### src/rtl/spi_trace_pkg.sv
// Shared types and sizes for the SPI trace arbiter slice.
package spi_trace_pkg;

  localparam int NUM_SRC = 4;
  localparam int WORD_W  = 32;

  typedef enum logic [1:0] {
    SRC_PC,
    SRC_IMEM,
    SRC_DWR,
    SRC_DRD
  } src_e;

  typedef enum logic [1:0] {
    ST_IDLE,
    ST_SETUP,
    ST_SHIFT,
    ST_GAP
  } trace_state_e;

endpackage

### src/rtl/spi_trace_arbiter_if.sv
// Trace-tap strobes/words in, shared SPI probe pins out.
interface spi_trace_arbiter_if;
  import spi_trace_pkg::*;

  logic [NUM_SRC-1:0]        src_valid;
  logic [NUM_SRC*WORD_W-1:0] src_data;
  logic                      spi_sck;
  logic                      spi_mosi;
  logic [NUM_SRC-1:0]        spi_cs;

  modport master (output src_valid, src_data, input spi_sck, spi_mosi, spi_cs);
  modport slave  (input src_valid, src_data, output spi_sck, spi_mosi, spi_cs);
endinterface

### src/rtl/spi_trace_shifter.sv
// One SPI mode-0 frame per load: SETUP half-period, 32 bits MSB-first, GAP half-period.
//
// state    | meaning
// ST_IDLE  | waiting for load, sck low, mosi low
// ST_SETUP | cs asserted, mosi = bit 31, sck low for CLK_DIV cycles
// ST_SHIFT | 32 bits, low phase then high phase of CLK_DIV cycles each
// ST_GAP   | cs released, sck/mosi low for CLK_DIV cycles
module spi_trace_shifter
  import spi_trace_pkg::*;
#(
  parameter int CLK_DIV = 2
) (
  input  logic              clk,
  input  logic              rst_n,
  input  logic              load,
  input  logic [WORD_W-1:0] word,
  output logic              sck,
  output logic              mosi,
  output logic              cs_en,
  output logic              done
);

  localparam int DIV_W = (CLK_DIV > 1) ? $clog2(CLK_DIV) : 1;
  localparam logic [DIV_W-1:0] DIV_LOAD = DIV_W'(CLK_DIV - 1);

  trace_state_e      state, state_nxt;
  logic [DIV_W-1:0]  div_cnt;
  logic [4:0]        bit_cnt;
  logic              phase_hi;
  logic [WORD_W-1:0] shreg;
  logic              tc;

  assign tc = (div_cnt == '0);

  always_ff @(posedge clk or negedge rst_n) begin
    if (!rst_n) state <= ST_IDLE;
    else        state <= state_nxt;
  end

  // Divider, bit counter and shift register; mosi advances only on the high->low phase change.
  always_ff @(posedge clk or negedge rst_n) begin
    if (!rst_n) begin
      div_cnt  <= DIV_LOAD;
      bit_cnt  <= 5'd31;
      phase_hi <= 1'b0;
      shreg    <= '0;
    end else if (state == ST_IDLE) begin
      div_cnt  <= DIV_LOAD;
      bit_cnt  <= 5'd31;
      phase_hi <= 1'b0;
      if (load) shreg <= word;
    end else if (tc) begin
      div_cnt <= DIV_LOAD;
      if (state == ST_SHIFT) begin
        if (!phase_hi) begin
          phase_hi <= 1'b1;
        end else begin
          phase_hi <= 1'b0;
          bit_cnt  <= bit_cnt - 5'd1;
          shreg    <= {shreg[WORD_W-2:0], 1'b0};
        end
      end
    end else begin
      div_cnt <= div_cnt - DIV_W'(1);
    end
  end

  always_comb begin
    state_nxt = state;
    case (state)
      ST_IDLE:  if (load) state_nxt = ST_SETUP;
      ST_SETUP: if (tc) state_nxt = ST_SHIFT;
      ST_SHIFT: if (tc && phase_hi && bit_cnt == 5'd0) state_nxt = ST_GAP;
      ST_GAP:   if (tc) state_nxt = ST_IDLE;
      default:  state_nxt = ST_IDLE;
    endcase
  end

  always_comb begin
    sck   = (state == ST_SHIFT) && phase_hi;
    cs_en = (state == ST_SETUP) || (state == ST_SHIFT);
    mosi  = cs_en ? shreg[WORD_W-1] : 1'b0;
    done  = (state == ST_GAP) && tc;
  end

endmodule

### src/rtl/spi_trace_arbiter.sv
// Four trace sources share one SPI probe port via one-word buffers and a round-robin grant.
// Build option TRACE_DROP_CNT_EN adds saturating per-source drop counters on drop_cnt.
module spi_trace_arbiter
  import spi_trace_pkg::*;
#(
  parameter int CLK_DIV = 2
) (
  input  logic                 clk,
  input  logic                 rst_n,
  spi_trace_arbiter_if.slave   tif,
  output logic                 busy,
  output logic [NUM_SRC*8-1:0] drop_cnt
);

  logic [WORD_W-1:0]  buf_q [NUM_SRC];
  logic [NUM_SRC-1:0] full;
  logic [NUM_SRC-1:0] grant_oh;
  logic [1:0]         last_grant;
  logic [1:0]         cur_src;
  logic [1:0]         grant_idx;
  logic               grant_vld;
  logic               frame_active;
  logic               cs_en;
  logic               done;

  // Search starts one past the previous grant so every full buffer is served within four frames.
  always_comb begin
    grant_vld = 1'b0;
    grant_idx = last_grant;
    for (int k = 1; k <= NUM_SRC; k++) begin
      if (!frame_active && !grant_vld && full[last_grant + 2'(k)]) begin
        grant_vld = 1'b1;
        grant_idx = last_grant + 2'(k);
      end
    end
  end

  always_comb begin
    for (int i = 0; i < NUM_SRC; i++) grant_oh[i] = grant_vld && (grant_idx == 2'(i));
  end

  // A strobe landing on the grant cycle refills the buffer rather than being dropped.
  always_ff @(posedge clk or negedge rst_n) begin
    if (!rst_n) begin
      full <= '0;
      for (int i = 0; i < NUM_SRC; i++) buf_q[i] <= '0;
    end else begin
      for (int i = 0; i < NUM_SRC; i++) begin
        if (tif.src_valid[i] && (!full[i] || grant_oh[i])) begin
          buf_q[i] <= tif.src_data[WORD_W*i +: WORD_W];
          full[i]  <= 1'b1;
        end else if (grant_oh[i]) begin
          full[i] <= 1'b0;
        end
      end
    end
  end

  always_ff @(posedge clk or negedge rst_n) begin
    if (!rst_n) begin
      frame_active <= 1'b0;
      last_grant   <= 2'(SRC_DRD);
      cur_src      <= 2'(SRC_PC);
    end else if (grant_vld) begin
      frame_active <= 1'b1;
      last_grant   <= grant_idx;
      cur_src      <= grant_idx;
    end else if (done) begin
      frame_active <= 1'b0;
    end
  end

  assign busy = frame_active;

  always_comb begin
    for (int i = 0; i < NUM_SRC; i++) tif.spi_cs[i] = !(cs_en && (cur_src == 2'(i)));
  end

  spi_trace_shifter #(.CLK_DIV(CLK_DIV)) u_shifter (
    .clk   (clk),
    .rst_n (rst_n),
    .load  (grant_vld),
    .word  (buf_q[grant_idx]),
    .sck   (tif.spi_sck),
    .mosi  (tif.spi_mosi),
    .cs_en (cs_en),
    .done  (done)
  );

`ifdef TRACE_DROP_CNT_EN
  logic [NUM_SRC-1:0] drop_ev;
  logic [7:0]         drop_q [NUM_SRC];

  always_comb begin
    for (int i = 0; i < NUM_SRC; i++) drop_ev[i] = tif.src_valid[i] && full[i] && !grant_oh[i];
  end

  always_ff @(posedge clk or negedge rst_n) begin
    if (!rst_n) begin
      for (int i = 0; i < NUM_SRC; i++) drop_q[i] <= '0;
    end else begin
      for (int i = 0; i < NUM_SRC; i++) begin
        if (drop_ev[i] && drop_q[i] != 8'hFF) drop_q[i] <= drop_q[i] + 8'd1;
      end
    end
  end

  always_comb begin
    for (int i = 0; i < NUM_SRC; i++) drop_cnt[8*i +: 8] = drop_q[i];
  end
`else
  assign drop_cnt = '0;
`endif

endmodule
### src/flat_wrapper.sv
// flat-port wrapper written by rule: the top's interface ports become plain ports
module spi_trace_arbiter_flat import spi_trace_pkg::*;
#(
  parameter int CLK_DIV = 2
)
  (clk, rst_n, busy, drop_cnt, tif_src_valid, tif_src_data, tif_spi_sck, tif_spi_mosi, tif_spi_cs);
  spi_trace_arbiter_if tif_i ();
  input  logic clk;
  input  logic rst_n;
  output logic busy;
  output logic [NUM_SRC*8-1:0] drop_cnt;
  input wire logic [$bits(tif_i.src_valid)-1:0] tif_src_valid;
  input wire logic [$bits(tif_i.src_data)-1:0] tif_src_data;
  output wire logic [$bits(tif_i.spi_sck)-1:0] tif_spi_sck;
  output wire logic [$bits(tif_i.spi_mosi)-1:0] tif_spi_mosi;
  output wire logic [$bits(tif_i.spi_cs)-1:0] tif_spi_cs;
  assign tif_i.src_valid = tif_src_valid;
  assign tif_i.src_data = tif_src_data;
  assign tif_spi_sck = tif_i.spi_sck;
  assign tif_spi_mosi = tif_i.spi_mosi;
  assign tif_spi_cs = tif_i.spi_cs;
  spi_trace_arbiter #(.CLK_DIV(CLK_DIV)) u_core (.clk(clk), .rst_n(rst_n), .tif(tif_i), .busy(busy), .drop_cnt(drop_cnt));
endmodule
### config.mk
export PLATFORM = sky130hd
export DESIGN_NAME = spi_trace_arbiter_flat
export DESIGN_NICKNAME = d
export VERILOG_FILES = /design/src/rtl/spi_trace_pkg.sv /design/src/rtl/spi_trace_arbiter_if.sv /design/src/rtl/spi_trace_shifter.sv /design/src/rtl/spi_trace_arbiter.sv /design/src/flat_wrapper.sv
export SDC_FILE = /design/constraint.sdc
export NUM_CORES = 1
export LEC_CHECK = 0
export CORE_MARGIN = 4
export CORE_UTILIZATION = 49
export CTS_BUF_LIST = sky130_fd_sc_hd__clkbuf_4
export DETAILED_ROUTE_END_ITERATION = 7
export GPL_TIMING_DRIVEN = 0
export PLACE_DENSITY = 0.79
export REMOVE_ABC_BUFFERS = 1
export SETUP_SLACK_MARGIN = 0.4
export SLEW_MARGIN = 20
export SYNTH_ARGS = -nofsm -noshare
export SYNTH_HDL_FRONTEND = slang
export SYNTH_HIERARCHICAL = 1
export SYNTH_SLANG_ARGS = --single-unit
### constraint.sdc
create_clock -name clk -period 2.6 [get_ports clk]
set_clock_uncertainty 0.2 [all_clocks]
set_input_delay 0.65 -clock clk [delete_from_list [all_inputs] [get_ports clk]]
set_output_delay 0.65 -clock clk [all_outputs]
set_load 0.02 [all_outputs]
==> metrics.md <==
| Metric | Value |
|---|---|
| Fill count | 1172 |
| Num rows | 49 |
| Final critical-path share of the clock period | 107% |
| CORE AREA | between 15000 and 20000 um2 |
| Max Freq | roughly 360 MHz |
| Synth top area share | around 47% |
| Worst-Margin Slew | roughly 0.69 ns |
| RePlAce Congestion | 0.713 |
| Die Wd | between 100 and 150 um |
| Clock Latency Late Sink | just under 0.6 ns |
| Pleak | between 0.006 and 0.007 uW |
| Area Overhead vs Synth | 39.1% |
| R2R Setup Slk | -0.19 ns |
| Finished Cell Area | roughly 13000 um2 |
| Synthesized area | approximately 9000 um2 |
| Final worst slack | -0.192 ns |
| Share of cells above drive strength 1 | around 42% |
| Total Wirelength | ~25 mm |
| Total Nets Final | 1003 |
| Setup-failing EPs final | ~100 |
| Critical Path AT | 3.07 ns |
| Starting density of the core | between 50 and 60% |
| Crit path time final | between 2 and 3 ns |
| Relative slew slack | about 54% |
| IO Port Bufs | 140 |
| Busiest grt layer | met2 |
| Final max-slew violation count | 0 |
| Synth Register Bits | ~180 |
| Global-route wire length before repair | ~36 mm |
| Count of final hold-check violations | 0 |
| Average cell area after synthesis | between 10 and 15 um2 |
| Pin count of the biggest net entering global routing | 86 |
| Number of global-route vias before repair | ~6600 |
| Reg area | about 4500 um2 |
| Number of CTS-inserted buffers | 17 |
| Clk slew on worst S/H paths | about 0.15 ns |
| Residual DRC | 0 |
| Data required, critical path | 2.88 ns |
| Synth warn | 6 |
| CP Capture Type | register |
| Peak VDD IR | approximately 1.3 mV |
| Placed cell areas | 10700 um2 |
| Part of the Yosys area used for sequential elements | 49.5% |
| Initial antenna violation count | 0 |
| Die height | 144 um |
| Met1 GRT Util | ~30% |
| Multi-input logic area | ~4600 um2 |
| Max cap viols | 0 |
| CTS tree | done |
| Clk sinks | between 150 and 200 |
| Run status | finished with violations |
| Failing checks | setup timing |
| Total GRT Usage | a little under a quarter |
| Post-synth EDFFs | 0 |
| Routed length per instance | approximately 23 um |
| Synth async-reset ratio | 100% |
| Dpl hpwl | around 14 mm |
| Predominant post-synthesis flop cell | dfrtp_1 |
| Vias | just over 6000 |
| WHS | roughly 0.3 ns |
| Count of routing violations after the opening detailed-route iteration | roughly 380 |
| Hold/Removal Path Class | in -> async |
| Synth Instances | approximately 660 |
| GRT overflow | 0 |
| Synth area leaders | dfrtp_1, mux2_2, mux2i_1, mux2_4, mux2_1 |
| RSZ-0062 raised after global routing | true |
| CP max FO | 7 |
| Startpoint Class | register |
| Distinct cell type count after synthesis | 56 |
| Core Util, Final | ~70% |
| Met2 usage | a little under two fifths |
| Die footprint | 20600 um2 |
| DR vias/cell | 5.64 |
| PD cells | ~1100 nW/um2 |
| Antenna viol nets, final | 0 |
| Yosys top cell by area | dfrtp_1 |
| Met3 usage | about 4.5% |
| Clk root buf | clkbuf_4 |
| CTS max path bufs | 2 |
| Pre-antenna DRT Iters | 5 |
| Kind of critical path | reg -> reg |
| Top Ports | approximately 170 |
| Htree depth | 4 |
[state kept, by name (all words and copies together) (netlist names)]
signal / cells
u_core/buf_q: 128
u_core/u_shifter/shreg: 32
u_core/u_shifter/bit_cnt: 5
u_core/full: 4
u_core/cur_src: 2
u_core/last_grant: 2
u_core/u_shifter/state: 2
u_core/busy: 1
u_core/u_shifter/div_cnt: 1
u_core/u_shifter/phase_hi: 1
[Yosys cell counts, types with 4 or more instances]
master / count
a21oi_1: 12
buf_2: 21
buf_4: 35
buf_6: 9
dfrtp_1: 170
dfstp_2: 8
ha_1: 5
inv_1: 9
mux2_1: 30
mux2_2: 132
mux2_4: 30
mux2i_1: 97
nand2_1: 12
nand3_1: 5
nor2_1: 7
nor2b_1: 5
nor3_1: 4
o21ai_0: 7
[routing by layer]
| metal | up-vias | wire, um |
|---|---|---|
| met5 | - | 0 |
| met2 | 253 | 12500 |
| met1 | 3197 | 10600 |
| met4 | 0 | 769 |
| li1 | 2712 | - |
| met3 | 71 | 1310 |
[logic make-up (layout without fill, tap and decap cells)]
logic type | Yosys count | after routing | share of synthesized area (%)
buffers and inverters | 79 | 268 | 5.79
AND/OR/NAND/NOR | 63 | 63 | 4.39
adder cells (fa/ha/maj) | 5 | 5 | 0.694
AO/OA/AOI/OAI | 38 | 38 | 3.29
XOR/XNOR | 3 | 3 | 0.291
multiplexers | 289 | 289 | 36.0
flip-flops | 178 | 178 | 49.5
other | 1 | 33 | 0.0416
[critical path: stages (launching register included)]
cell and delay [ns]:
dfstp_2 0.58, inv_2 0.05, or4_4 0.52, nand2_8 0.12
inv_16 0.06, buf_16 0.13, buf_12 0.14, mux2i_1 0.20
mux2i_1 0.14, mux2_2 0.28, mux2_4 0.26
[worst paths after layout]
check	startpoint	end	cells past startpoint
max in group asynchronous	rst_n	u_core/u_shifter/shreg[20]	4
hold / removal	rst_n	u_core/buf_q[61]	2
setup reg to reg	u_core/last_grant[1]	u_core/u_shifter/shreg[1]	10
min in group clk	u_core/buf_q[41]	u_core/buf_q[41]	1
setup / recovery	u_core/last_grant[1]	u_core/u_shifter/shreg[1]	10
hold reg to reg	u_core/buf_q[41]	u_core/buf_q[41]	1
[cells in the final DEF (no fill, tap or decap), types with 10 or more instances in the layout]
master,netlist,layout
buf_12,0,11
buf_16,0,18
buf_4,35,23
buf_6,9,27
clkbuf_4,0,18
clkdlybuf4s50_1,0,132
conb_1,1,32
dfrtp_1,170,166
mux2_2,132,72
mux2_4,30,120
mux2i_1,97,90
nand2_1,12,10
[metrics by stage]
| stage | instances | power [uW] | setup slack, ns | TNS (ns) |
|---|---|---|---|---|
| after floorplan | 619 | 8420 | -1.73 | -140.22 |
| after global placement | 988 | 9390 | -6.26 | -1445.58 |
| after detailed placement | 1002 | 9990 | -0.869 | -73.02 |
| after CTS | 1089 | 13100 | -0.102 | -3.88 |
| after global routing | 1105 | 14600 | -0.203 | -10.31 |
| final | 1106 | 13900 | -0.192 | -6.62 |
[what timing repair did]
action / in CTS / in global routing
hold buffers: 1 / 0
cloned: 9 / 6
setup endpoints to repair: 170 / 170
buffers inserted: 46 / 10
gates resized for setup: 154 / 69
pin swaps: 13 / 7
hold endpoints to repair: 26 / 0
[layout make-up]
| type | count | area share (%) |
|---|---|---|
| Antenna cell | 1 | 0.0200 |
| Clock buffer | 18 | 1.08 |
| Clock inverter | 13 | 1.28 |
| Inverter | 11 | 0.459 |
| Multi-Input combinational cell | 430 | 37.1 |
| Sequential cell | 178 | 35.6 |
| Tap cell | 229 | 2.28 |
| Timing Repair Buffer | 225 | 22.1 |
| Timing Repair inverter | 1 | 0.0898 |
[where the power goes]
group          switching [uW]  internal [uW]
sequential                766           4000
combinational            3010           4480
clock                     978            673
total                    4750           9150
(Power assumes the default switching activity.)
